--- config.mk ---
export PLATFORM = sky130hd
export DESIGN_NAME = axi_lite_decerr_slave
export DESIGN_NICKNAME = d
export VERILOG_FILES = /design/src/rtl/axi_lite_pkg.sv /design/src/rtl/axi_lite_sat_cnt.sv /design/src/rtl/axi_lite_decerr_slave.sv
export SDC_FILE = /design/constraint.sdc
export NUM_CORES = 1
export LEC_CHECK = 0
export ABC_AREA = 1
export CAP_MARGIN = 40
export CELL_PAD_IN_SITES_DETAIL_PLACEMENT = 1
export CELL_PAD_IN_SITES_GLOBAL_PLACEMENT = 2
export CORE_ASPECT_RATIO = 1.5
export CORE_MARGIN = 1
export CORE_UTILIZATION = 10
export CTS_CLUSTER_SIZE = 24
export DETAILED_ROUTE_END_ITERATION = 8
export PLACE_DENSITY_LB_ADDON = 0.1
export SYNTH_ARGS = -nofsm -noshare
export SYNTH_HDL_FRONTEND = slang
export SYNTH_SLANG_ARGS = --single-unit
--- constraint.sdc ---
create_clock -name clk -period 2.45 [get_ports clk]
set_input_delay 0.49 -clock clk [delete_from_list [all_inputs] [get_ports clk]]
set_output_delay 0.49 -clock clk [all_outputs]
set_load 0.05 [all_outputs]
--- src/rtl/axi_lite_pkg.sv ---
// Shared AXI-Lite response encoding and FSM state types for the decode-error slave.
package axi_lite_pkg;

  typedef enum logic [1:0] {
    RESP_OKAY   = 2'b00,
    RESP_EXOKAY = 2'b01,
    RESP_SLVERR = 2'b10,
    RESP_DECERR = 2'b11
  } resp_t;

  typedef enum logic [1:0] {
    W_IDLE   = 2'd0,
    W_GOT_AW = 2'd1,
    W_GOT_W  = 2'd2,
    W_RESP   = 2'd3
  } wr_state_t;

  typedef enum logic {
    R_IDLE = 1'b0,
    R_RESP = 1'b1
  } rd_state_t;

endpackage

--- src/rtl/axi_lite_sat_cnt.sv ---
// Saturating event counter: +1 per inc cycle, sticks at all-ones; async active-high reset.
module axi_lite_sat_cnt #(
  parameter int WIDTH = 16
) (
  input  logic             clk,
  input  logic             rst,
  input  logic             inc,
  output logic [WIDTH-1:0] cnt
);

  always_ff @(posedge clk or posedge rst) begin
    if (rst) begin
      cnt <= '0;
    end else if (inc && (cnt != {WIDTH{1'b1}})) begin
      cnt <= cnt + {{(WIDTH-1){1'b0}}, 1'b1};
    end
  end

endmodule

--- src/rtl/axi_lite_decerr_slave.sv ---
// Default AXI-Lite slave: every access answers DECERR one cycle after its last address/data handshake,
// one outstanding per channel, readies are registered; error stats only with AXI_LITE_DECERR_CNT_EN.
module axi_lite_decerr_slave
  import axi_lite_pkg::*;
#(
  parameter int                    ADDR_WIDTH   = 32,
  parameter int                    DATA_WIDTH   = 32,
  parameter logic [DATA_WIDTH-1:0] DECERR_RDATA = 32'hDEAD_BEEF,
  parameter int                    CNT_WIDTH    = 16
) (
  input  logic                    clk,
  input  logic                    rst,
  input  logic [ADDR_WIDTH-1:0]   awaddr,
  input  logic                    awvalid,
  output logic                    awready,
  input  logic [DATA_WIDTH-1:0]   wdata,
  input  logic [DATA_WIDTH/8-1:0] wstrb,
  input  logic                    wvalid,
  output logic                    wready,
  output logic [1:0]              bresp,
  output logic                    bvalid,
  input  logic                    bready,
  input  logic [ADDR_WIDTH-1:0]   araddr,
  input  logic                    arvalid,
  output logic                    arready,
  output logic [DATA_WIDTH-1:0]   rdata,
  output logic [1:0]              rresp,
  output logic                    rvalid,
  input  logic                    rready,
  output logic [CNT_WIDTH-1:0]    wr_err_cnt,
  output logic [CNT_WIDTH-1:0]    rd_err_cnt,
  output logic [ADDR_WIDTH-1:0]   last_err_addr
);

  wr_state_t             wr_state;
  rd_state_t             rd_state;
  logic                  awready_q, wready_q, arready_q;
  logic                  bvalid_q, rvalid_q;
  resp_t                 bresp_q, rresp_q;
  logic [DATA_WIDTH-1:0] rdata_q;
  logic                  aw_hs, w_hs, b_hs, ar_hs, r_hs;

  // Ready flops reset high so the slave is ready as soon as rst drops; rst masks them meanwhile.
  assign awready = awready_q & ~rst;
  assign wready  = wready_q & ~rst;
  assign arready = arready_q & ~rst;
  assign bvalid  = bvalid_q;
  assign bresp   = bresp_q;
  assign rvalid  = rvalid_q;
  assign rresp   = rresp_q;
  assign rdata   = rdata_q;

  assign aw_hs = awvalid & awready;
  assign w_hs  = wvalid & wready;
  assign b_hs  = bvalid & bready;
  assign ar_hs = arvalid & arready;
  assign r_hs  = rvalid & rready;

  always_ff @(posedge clk or posedge rst) begin
    if (rst) begin
      wr_state  <= W_IDLE;
      awready_q <= 1'b1;
      wready_q  <= 1'b1;
      bvalid_q  <= 1'b0;
      bresp_q   <= RESP_OKAY;
    end else begin
      case (wr_state)
        W_IDLE: begin
          if (aw_hs && w_hs) begin
            wr_state  <= W_RESP;
            awready_q <= 1'b0;
            wready_q  <= 1'b0;
            bvalid_q  <= 1'b1;
            bresp_q   <= RESP_DECERR;
          end else if (aw_hs) begin
            wr_state  <= W_GOT_AW;
            awready_q <= 1'b0;
          end else if (w_hs) begin
            wr_state <= W_GOT_W;
            wready_q <= 1'b0;
          end
        end
        W_GOT_AW: begin
          if (w_hs) begin
            wr_state <= W_RESP;
            wready_q <= 1'b0;
            bvalid_q <= 1'b1;
            bresp_q  <= RESP_DECERR;
          end
        end
        W_GOT_W: begin
          if (aw_hs) begin
            wr_state  <= W_RESP;
            awready_q <= 1'b0;
            bvalid_q  <= 1'b1;
            bresp_q   <= RESP_DECERR;
          end
        end
        W_RESP: begin
          if (bready) begin
            wr_state  <= W_IDLE;
            awready_q <= 1'b1;
            wready_q  <= 1'b1;
            bvalid_q  <= 1'b0;
          end
        end
        default: begin
          wr_state  <= W_IDLE;
          awready_q <= 1'b1;
          wready_q  <= 1'b1;
          bvalid_q  <= 1'b0;
        end
      endcase
    end
  end

  always_ff @(posedge clk or posedge rst) begin
    if (rst) begin
      rd_state  <= R_IDLE;
      arready_q <= 1'b1;
      rvalid_q  <= 1'b0;
      rresp_q   <= RESP_OKAY;
      rdata_q   <= '0;
    end else begin
      case (rd_state)
        R_IDLE: begin
          if (ar_hs) begin
            rd_state  <= R_RESP;
            arready_q <= 1'b0;
            rvalid_q  <= 1'b1;
            rresp_q   <= RESP_DECERR;
            rdata_q   <= DECERR_RDATA;
          end
        end
        R_RESP: begin
          if (rready) begin
            rd_state  <= R_IDLE;
            arready_q <= 1'b1;
            rvalid_q  <= 1'b0;
            rdata_q   <= '0;
          end
        end
        default: begin
          rd_state  <= R_IDLE;
          arready_q <= 1'b1;
          rvalid_q  <= 1'b0;
          rdata_q   <= '0;
        end
      endcase
    end
  end

`ifdef AXI_LITE_DECERR_CNT_EN
  logic [ADDR_WIDTH-1:0] last_err_addr_q;

  axi_lite_sat_cnt #(.WIDTH(CNT_WIDTH)) u_wr_cnt (
    .clk (clk),
    .rst (rst),
    .inc (b_hs),
    .cnt (wr_err_cnt)
  );

  axi_lite_sat_cnt #(.WIDTH(CNT_WIDTH)) u_rd_cnt (
    .clk (clk),
    .rst (rst),
    .inc (r_hs),
    .cnt (rd_err_cnt)
  );

  // A read address landing in the same cycle as a write address takes priority.
  always_ff @(posedge clk or posedge rst) begin
    if (rst) begin
      last_err_addr_q <= '0;
    end else if (ar_hs) begin
      last_err_addr_q <= araddr;
    end else if (aw_hs) begin
      last_err_addr_q <= awaddr;
    end
  end

  assign last_err_addr = last_err_addr_q;

  logic unused_wr_payload;
  assign unused_wr_payload = ^{wdata, wstrb};
`else
  assign wr_err_cnt    = '0;
  assign rd_err_cnt    = '0;
  assign last_err_addr = '0;

  // Write payload and addresses are dropped entirely when statistics are off.
  logic unused_inputs;
  assign unused_inputs = ^{wdata, wstrb, awaddr, araddr, b_hs, r_hs};
`endif

endmodule

==> results of run 1 <==
[registers in the layout, summed over array words and instances (netlist names)]
register   flops
wr_state       2
wready_q       1
arready_q      1
rdata          1
rd_state       1
awready_q      1
bresp          1
rresp          1
bvalid         1
[worst max path at each step]
stage / from / end / cells past startpoint
floorplan: rdata[30] / rdata[0] / 1
detailed placement: rst / wr_state[1] / 7
global placement: rst / wr_state[1] / 7
global route: rst / arready / 3
finish: rst / arready / 3
CTS: rst / arready / 3
[metal layers]
layer / wire length, µm / vias to the layer above / part of all wire [%] / track usage [%]
li1: - / 402 / - / -
met4: 85 / 0 / 3.1 / 2.955
met5: 0 / - / 0 / 0
met2: 1481 / 74 / 53 / 7.289
met3: 279 / 6 / 10 / 0.5764
met1: 924 / 390 / 33 / 3.984
[where the power goes]
| group | total (mW) | switching, mW | internal (mW) |
|---|---|---|---|
| Clock | 0.335 | 0.0880 | 0.247 |
| Combinational | 2.01 | 1.49 | 0.521 |
| Sequential | 0.354 | 0.103 | 0.251 |
| Total | 2.70 | 1.68 | 1.02 |
[kinds of logic after synthesis]
group / count (synthesis) / share of synthesized area (%)
and+or+nand+nor: 43 / 17.12
adders and majority gates: 4 / 3.623
buffers and inverters: 113 / 57.34
other: 1 / 0.2715
AOI/OAI and AO/OA: 7 / 3.261
DFF: 10 / 18.39
[per-stage QoR]
stage / hold WS, ns / area, µm² / utilization [%] / std cells / setup slack [ns]
detailed placement: 0.4612 / 1480 / 10.99 / 353 / 0.4239
CTS: 0.4691 / 1569 / 11.65 / 357 / 0.4351
finish: 0.4656 / 1569 / 11.65 / 357 / 0.4967
global route: 0.4970 / 1569 / 11.65 / 357 / 0.4319
global placement: 0.4534 / 1480 / 10.99 / 353 / 0.4216
floorplan: 0.3065 / 1648 / - / 249 / 0.6605
[cells in the mapped netlist]
| cell | n | area (µm²) |
|---|---|---|
| nand2_2 | 4 | 25.02 |
| conb_1 | 1 | 3.750 |
| o21ai_0 | 3 | 15.01 |
| nand2_1 | 19 | 71.32 |
| dfstp_2 | 3 | 78.83 |
| nand3_1 | 6 | 30.03 |
| o21bai_1 | 3 | 22.52 |
| inv_2 | 1 | 3.750 |
| nor2_1 | 4 | 15.01 |
| o211ai_1 | 1 | 7.510 |
| nand3_4 | 2 | 35.03 |
| or2_2 | 1 | 6.260 |
| or2_1 | 1 | 6.260 |
| nand2_4 | 2 | 22.52 |
| buf_4 | 98 | 735.7 |
| and2_0 | 1 | 6.260 |
| ha_1 | 4 | 50.05 |
| nand4_1 | 1 | 6.260 |
| inv_1 | 14 | 52.55 |
| dfrtp_1 | 7 | 175.2 |
| nor2_2 | 2 | 12.51 |
[worst max-delay path, delay by kind of cell]
family | cells | cell delay [ns]
and+or+nand+nor | 1 | 0.29
buffers and inverters | 2 | 0.68
[area by class of cell]
type                    count  share of cell area, %
flip-flops and latches     10                  16.19
clock buffers               4                  5.662
inverters                  15                  3.589
multi-input cells         126                  38.36
well taps                 162                  12.92
repair buffers             40                  23.29
==> qor.txt, run 1 <==
CTS Sinks: 10
Commonest non-fill, non-tap cell in the layout: conb_1
Rows: 52
Period minus WS final: 1.953 ns
Synthesis warning total: 0
Hold Path Origin: arready_q
TNS Setup: 0 ns
CTS-repair resized insts: 0
Post-CTS Setup Repair Bufs: 0
VDD IR max: 0.0004276 V
Number of library cell types mapped by synthesis: 21
Final Wtd Congestion: 0.6297
Cells on worst reg2reg path: 6
Critical path launch point type: primary input
Synthesized cell area: 0.001381 mm²
Failing checks: DRC
Register area share after synthesis: 18.39%
Worst Path Arrival: 1.46 ns
Area occupied by multi-input gates: 601.8 µm²
Die X-Extent: 97.96 µm
Die Area: 0.01430 mm²
Commonest non-fill, non-tap cells in the layout: conb_1 (72), buf_4 (26), nand2_1 (19)
Flops & latches, synth: 10
Max Root-Sink Buffers: 2
Vias in the first global route: 772
Slew Limit Fails: 0
Antenna violations before repair: 0
Global route overflow: 0
Status: complete, but fails checks
Syn Area/Cell: 7.760 µm²
Vias: 872
Dpl hpwl: 2.426 mm
Area Growth Syn to Fin: 13.59%
Tcrit/Tclk final: 79.73%
Worst hold endpoint: arready_q
Layout Nets: 307
Starting Density: 10.26%
Drt pass-1 iters: 8
CTS buffer count: 3
WS Path Type: in -> out
Skew-Pair Late Insertion Delay: 0.24 ns
Worst EP required: 1.96 ns
Max FO, Critical Path: 4
Ports: 212
Worst Skew: 0.001225 ns
Fillers: 1,606
Synth Instances: 178
ANT nets after route: 0
Pwr dens: 1722 mW/mm²
Max Freq: 511.9 MHz
CTS Root Cell: clkbuf_16
Reg2reg end: wr_state[0]
Routed WL: 2.770 mm
Leakage power total: 0.8336 nW
CP Cell Sequence: clkdlybuf4s50_1 > nor2_1 > buf_12
Reg area: 254.0 µm²
Slew headroom: 52.02%
Actual slew at the worst max-slew pin: 0.7198 ns
Critical Path Max Stage Delay: 0.50 ns
Slowest library cell on the worst path: clkdlybuf4s50_1
Iteration-0 DRC Markers: 28
Clock tree from TritonCTS: done
RSZ-0062 raised after global routing: no
# DRC: 10
Endpoints failing hold: 0
Diode count: 0
CP endpoint kind: output pin
Die Y: 145.9 µm
Htree depth: 1
Reg clk slew, reported paths: 0.04 ns
Final setup violation count: 0
Design Power: 2.702 mW
Via density: 2.443
IO Port Bufs: 39
GRT Util Overall: 3.963%
Wire length per cell: 7.759 µm
Max Cap Violations: 0
CTS Hold Bufs: 0
First-pass GRT wire length: 4.153 mm
Share of layout cells above drive strength 1: 24.62%
Hold Crit Depth: 2
HP Class: reg -> reg
R2R Setup Slk: 0.97 ns
Core Area: 0.01347 mm²
Largest net degree at the start of global routing: 27
FF-to-FF Start: wr_state[1]
No activity file was read; power rests on OpenSTA's default activity.
==> inputs of run 2 (changes only) <==
==> constraint.sdc (replaced) <==
create_clock -name clk -period 1.93 [get_ports clk]
set_input_delay 0.386 -clock clk [delete_from_list [all_inputs] [get_ports clk]]
set_output_delay 0.386 -clock clk [all_outputs]
set_load 0.05 [all_outputs]
==> run 2 against run 1 <==
Compared with the run above: the run still ends with DRC left; global-route usage rose by 0.091 points; wire length rose by 4.0%; via count fell by 0.92%; clock skew rose by 0.00098 ns; critical path depth did not move; design area rose by 21%; clock power rose by 26%; sequential power rose by 11%; register-to-register slack got worse by 0.54 ns; core utilization rose by 2.4 points; non-clock buffer count rose by 2.
==> qor.txt, run 2 (synthesis gave the netlist of run 1 again) <==
Status: complete, but fails checks
Failing checks: DRC
Pwr dens: 2279 mW/mm² (+32%)
Reg clk slew, reported paths: 0.04 ns (about the same)
Drt pass-1 iters: 8 (unchanged)
Via density: 2.407 (-1.5%)
CTS buffer count: 3 (unchanged)
IO Port Bufs: 39 (unchanged)
Antenna violations before repair: 0 (unchanged)
CP endpoint kind: output pin
Htree depth: 1 (unchanged)
Endpoints failing hold: 0 (unchanged)
Max Freq: 570.2 MHz
Max FO, Critical Path: 4 (unchanged)
Most flops, register: wr_state
Die Y: 145.9 µm (unchanged)
Final Wtd Congestion: 0.6528 (+3.7%)
Critical path launch point type: primary input
Max Cap Violations: 0 (unchanged)
Period minus WS final: 1.754 ns
Fillers: 1,593 (-0.81%)
Design Power: 4.322 mW (+60%)
GRT Util Overall: 4.054% (+0.091 points)
Area Growth Syn to Fin: 37.32%
Global route overflow: 0 (unchanged)
TNS Setup: 0 ns (unchanged)
Share of layout cells above drive strength 1: 27.92% (+3.3 points)
RSZ-0062 raised after global routing: no
HP Class: reg -> reg
WS Path Type: in -> out
Die Area: 0.01430 mm² (unchanged)
Wire length per cell: 8.028 µm (+3.5%)
Number of flip-flops in the largest register: 2 (unchanged)
VDD IR max: 0.0006188 V (+45%)
Dpl hpwl: 2.602 mm (+7.3%)
Diode count: 0 (unchanged)
CTS Root Cell: clkbuf_16
Core Area: 0.01347 mm² (unchanged)
Skew-Pair Late Insertion Delay: 0.24 ns (about the same)
Commonest non-fill, non-tap cell in the layout: conb_1
Starting Density: 10.26% (unchanged)
ANT nets after route: 0 (unchanged)
Vias: 864 (-0.92%)
Placed instance count: 355 (+0.57%)
Finished Layout Cells: 359 (+0.56%)
Worst Path Arrival: 1.37 ns (-0.09 ns)
Max Root-Sink Buffers: 2 (unchanged)
Vias in the first global route: 764 (-1.0%)
# DRC: 10 (unchanged)
Tcrit/Tclk final: 90.87%
CTS-repair resized insts: 0 (unchanged)
CTS Hold Bufs: 0 (unchanged)
Iteration-0 DRC Markers: 23 (-18%)
Area after DPL: 0.001808 mm² (+22%)
Largest net degree at the start of global routing: 22 (-19%)
CTS Sinks: 10 (unchanged)
Design Area, Final: 0.001897 mm² (+21%)
Die X-Extent: 97.96 µm (unchanged)
Leakage power total: 0.9645 nW (+16%)
Routed WL: 2.882 mm (+4.0%)
Final setup violation count: 0 (unchanged)
Worst Skew: 0.002209 ns (+0.0009835 ns)
Ports: 212 (unchanged)
Layout Nets: 309 (+0.65%)
Post-CTS Setup Repair Bufs: 0 (unchanged)
Clock tree from TritonCTS: done
Slew Limit Fails: 0 (unchanged)
Rows: 52 (unchanged)
First-pass GRT wire length: 4.195 mm (+1.0%)
Commonest non-fill, non-tap cells in the layout: conb_1 (72), buf_12 (29), nand2_1 (19)
Worst EP required: 1.54 ns (-0.42 ns)
==> run 2: changes by cell type in the layout (fill, tap and decap cells not counted) <==
cell             before  now
buf_12                3   29
buf_4                26    7
clkdlybuf4s50_1      11    6
==> run 2: layout make-up <==
cell class	count	area (µm²)	area share [%]
clock buffers	4	88.84	4.683
inverters	15	56.30	2.968
multi-input cells	126	601.8	31.73
flip-flops and latches	10	254.0	13.39
well taps	162	202.7	10.69
repair buffers	42	693.2	36.54
==> run 2: per-layer routing <==
layer  wire length (µm)  up-vias  GRT usage [%]
met4                 85        0          3.182
met3                271        2         0.6724
li1                   -      407              -
met2               1668       71          7.676
met5                  0        -              0
met1                857      384          3.779
==> run 2: critical path, stage by stage <==
cell	delay, ns
clkdlybuf4s50_1	0.50
nor2_1	0.29
buf_12	0.18
==> run 2: metrics by stage <==
step / setup slack (ns) / hold slack, ns / utilization (%)
global route: 0.1158 / 0.5252 / 14.08
global placement: 0.09460 / 0.4542 / 13.42
floorplan: 0.2323 / 0.2025 / -
finish: 0.1762 / 0.4707 / 14.08
detailed placement: 0.1036 / 0.4698 / 13.42
CTS: 0.1286 / 0.4768 / 14.08
==> run 2: report_power, final <==
part / internal, mW / total, mW / leakage, nW / switching (mW)
registers: 0.320 / 0.393 / 0.109 / 0.0724
clock network: 0.313 / 0.422 / 0.0442 / 0.109
logic: 1.38 / 3.51 / 0.811 / 2.13
total: 2.01 / 4.32 / 0.965 / 2.31
==> run 2: worst paths after layout <==
check	start	end	slack, ns	cells past startpoint
max in group asynchronous	rst	arready_q	1.02	3
worst min-delay path	arready_q	arready_q	0.47	2
worst max-delay path	rst	arready	0.18	3
worst max register to register	wr_state[0]	wr_state[0]	0.43	6
worst min register to register	arready_q	arready_q	0.47	2
min in group asynchronous	rst	wready_q	0.68	2
==> inputs of run 3 (changes only) <==
==> constraint.sdc (replaced) <==
create_clock -name clk -period 2.1 [get_ports clk]
set_input_delay 0.42 -clock clk [delete_from_list [all_inputs] [get_ports clk]]
set_output_delay 0.42 -clock clk [all_outputs]
set_load 0.05 [all_outputs]
==> run 3 against run 2 <==
Compared with the run above: the run still ends with DRC left; sequential cell count did not move; non-clock buffer count did not move; first-iteration DRC count rose by 35%; count of clock-buffer cells in the layout did not move; combinational power fell by 8.3%; final cell count did not move; core utilization rose by 0.093 points; setup slack improved by 0.081 ns; die area did not move; highest routed layer unchanged; critical path depth fell by 2.
==> qor.txt, run 3 (synthesis gave the netlist of run 1 again) <==
Max Root-Sink Buffers: 2 (unchanged)
CTS Root Cell: clkbuf_16
CP Cell Sequence: clkdlybuf4s50_1
Rows: 52 (unchanged)
Vias: 867 (+0.35%)
Reg clk slew, reported paths: 0.04 ns (about the same)
Dpl hpwl: 2.514 mm (-3.4%)
CP Buf/Inv Count: 1 (-1)
TNS Setup: 0 ns (unchanged)
HP Class: reg -> reg
ANT nets after route: 0 (unchanged)
Diode count: 0 (unchanged)
Wire length per cell: 7.852 µm (-2.2%)
Die Area: 0.01430 mm² (unchanged)
CTS Hold Bufs: 0 (unchanged)
Routed WL: 2.819 mm (-2.2%)
Global route overflow: 0 (unchanged)
Hold Path Origin: arready_q
Share of layout cells above drive strength 1: 25.38% (-2.5 points)
Max Freq: 542.6 MHz
Top Metal Used: met4
Vias in the first global route: 779 (+2.0%)
CTS Sinks: 10 (unchanged)
FF-to-FF Start: wr_state[0]
Die Y: 145.9 µm (unchanged)
Final Wtd Congestion: 0.6642 (+1.7%)
WS Path Type: reg -> out
CP endpoint kind: output pin
Antenna violations before repair: 0 (unchanged)
Number of flip-flops in the largest register: 2 (unchanged)
Starting Density: 10.26% (unchanged)
Max Cap Violations: 0 (unchanged)
Failing checks: DRC
WL met3: 272 µm (+0.37%)
Worst EP required: 1.68 ns (+0.14 ns)
Status: complete, but fails checks
Max FO, Critical Path: 3 (-1)
Wl on met1: 887 µm (+3.5%)
Final setup violation count: 0 (unchanged)
Die X-Extent: 97.96 µm (unchanged)
Commonest non-fill, non-tap cells in the layout: conb_1 (72), buf_12 (29), nand2_1 (19)
GRT Util Overall: 4.144% (+0.090 points)
CTS-repair resized insts: 0 (unchanged)
Pwr dens: 2077 mW/mm² (-8.8%)
Ports: 212 (unchanged)
WL met2: 1.557 mm (-6.7%)
Via density: 2.415 (+0.35%)
Layout Nets: 309 (unchanged)
VDD IR max: 0.0004465 V (-28%)
Actual slew at the worst max-slew pin: 0.5055 ns
Core Area: 0.01347 mm² (unchanged)
Largest net degree at the start of global routing: 22 (unchanged)
Critical path startpoint: bresp[0]
Iteration-0 DRC Markers: 31 (+35%)
Fillers: 1,586 (-0.44%)
Slew headroom: 66.20%
Worst Skew: 0.003330 ns (+0.001122 ns)
RSZ-0062 raised after global routing: no
Critical Path Max Stage Delay: 0.81 ns (+0.31 ns)
Endpoints failing hold: 0 (unchanged)
Worst Path Arrival: 1.42 ns (+0.05 ns)
Period minus WS final: 1.843 ns
Clock tree from TritonCTS: done
Drt pass-1 iters: 8 (unchanged)
Slowest library cell on the worst path: clkdlybuf4s50_1
Leakage power total: 0.9649 nW (about the same)
Tcrit/Tclk final: 87.75%
CTS buffer count: 3 (unchanged)
Slew Limit Fails: 0 (unchanged)
Post-CTS Setup Repair Bufs: 0 (unchanged)
Htree depth: 1 (unchanged)
R2R Setup Slk: 0.61 ns (+0.18 ns)
Area Growth Syn to Fin: 38.22%
Design Power: 3.966 mW (-8.2%)
IO Port Bufs: 39 (unchanged)
# DRC: 9 (-1)
Cell class contributing the biggest share of worst-path delay: buffers and inverters
First-pass GRT wire length: 4.271 mm (+1.8%)
Critical path launch point type: flip-flop
Skew-Pair Late Insertion Delay: 0.24 ns (about the same)
Commonest non-fill, non-tap cell in the layout: conb_1
Most flops, register: wr_state
==> run 3: cell types whose count changed in the layout (fill, tap and decap cells not counted), sizes merged <==
cell           delta
clkdlybuf4s50     +5
buf               -5
==> run 3: per-layer routing <==
metal	vias to the layer above	track usage (%)
met2	74	7.430
met1	379	4.158
met3	4	0.6724
li1	410	-
met4	0	3.409
met5	-	0
==> run 3: path summary, 6_finish.rpt <==
path | to | cells past startpoint
min in group asynchronous | wready_q | 2
hold / removal | arready_q | 2
setup reg to reg | wr_state[0] | 6
hold reg to reg | arready_q | 2
setup / recovery | bresp[0] | 1
max in group asynchronous | arready_q | 3
==> run 3: cell type report <==
cell class	instances	area (µm²)	area share [%]
Clock buffer	4	88.84	4.653
Tap cell	162	202.7	10.62
Sequential cell	10	254.0	13.30
Inverter	15	56.30	2.949
Multi-Input combinational cell	126	601.8	31.52
Timing Repair Buffer	42	705.7	36.96
==> run 3: report_power, final <==
| group | leakage, nW | switching, mW | internal [mW] | total, mW |
|---|---|---|---|---|
| logic | 0.811 | 1.95 | 1.27 | 3.22 |
| clock network | 0.0442 | 0.0992 | 0.287 | 0.387 |
| registers | 0.109 | 0.0642 | 0.294 | 0.358 |
==> run 3: stage by stage <==
stage / hold WS [ns] / std cells / util [%] / worst slack, ns / area [µm²]
floorplan: 0.2365 / 249 / - / 0.3805 / 1648
global placement: 0.4557 / 355 / 13.52 / 0.2322 / 1821
detailed placement: 0.4599 / 355 / 13.52 / 0.2253 / 1821
CTS: 0.4674 / 359 / 14.18 / 0.2185 / 1909
global route: 0.4959 / 359 / 14.18 / 0.1747 / 1909
finish: 0.4613 / 359 / 14.18 / 0.2572 / 1909
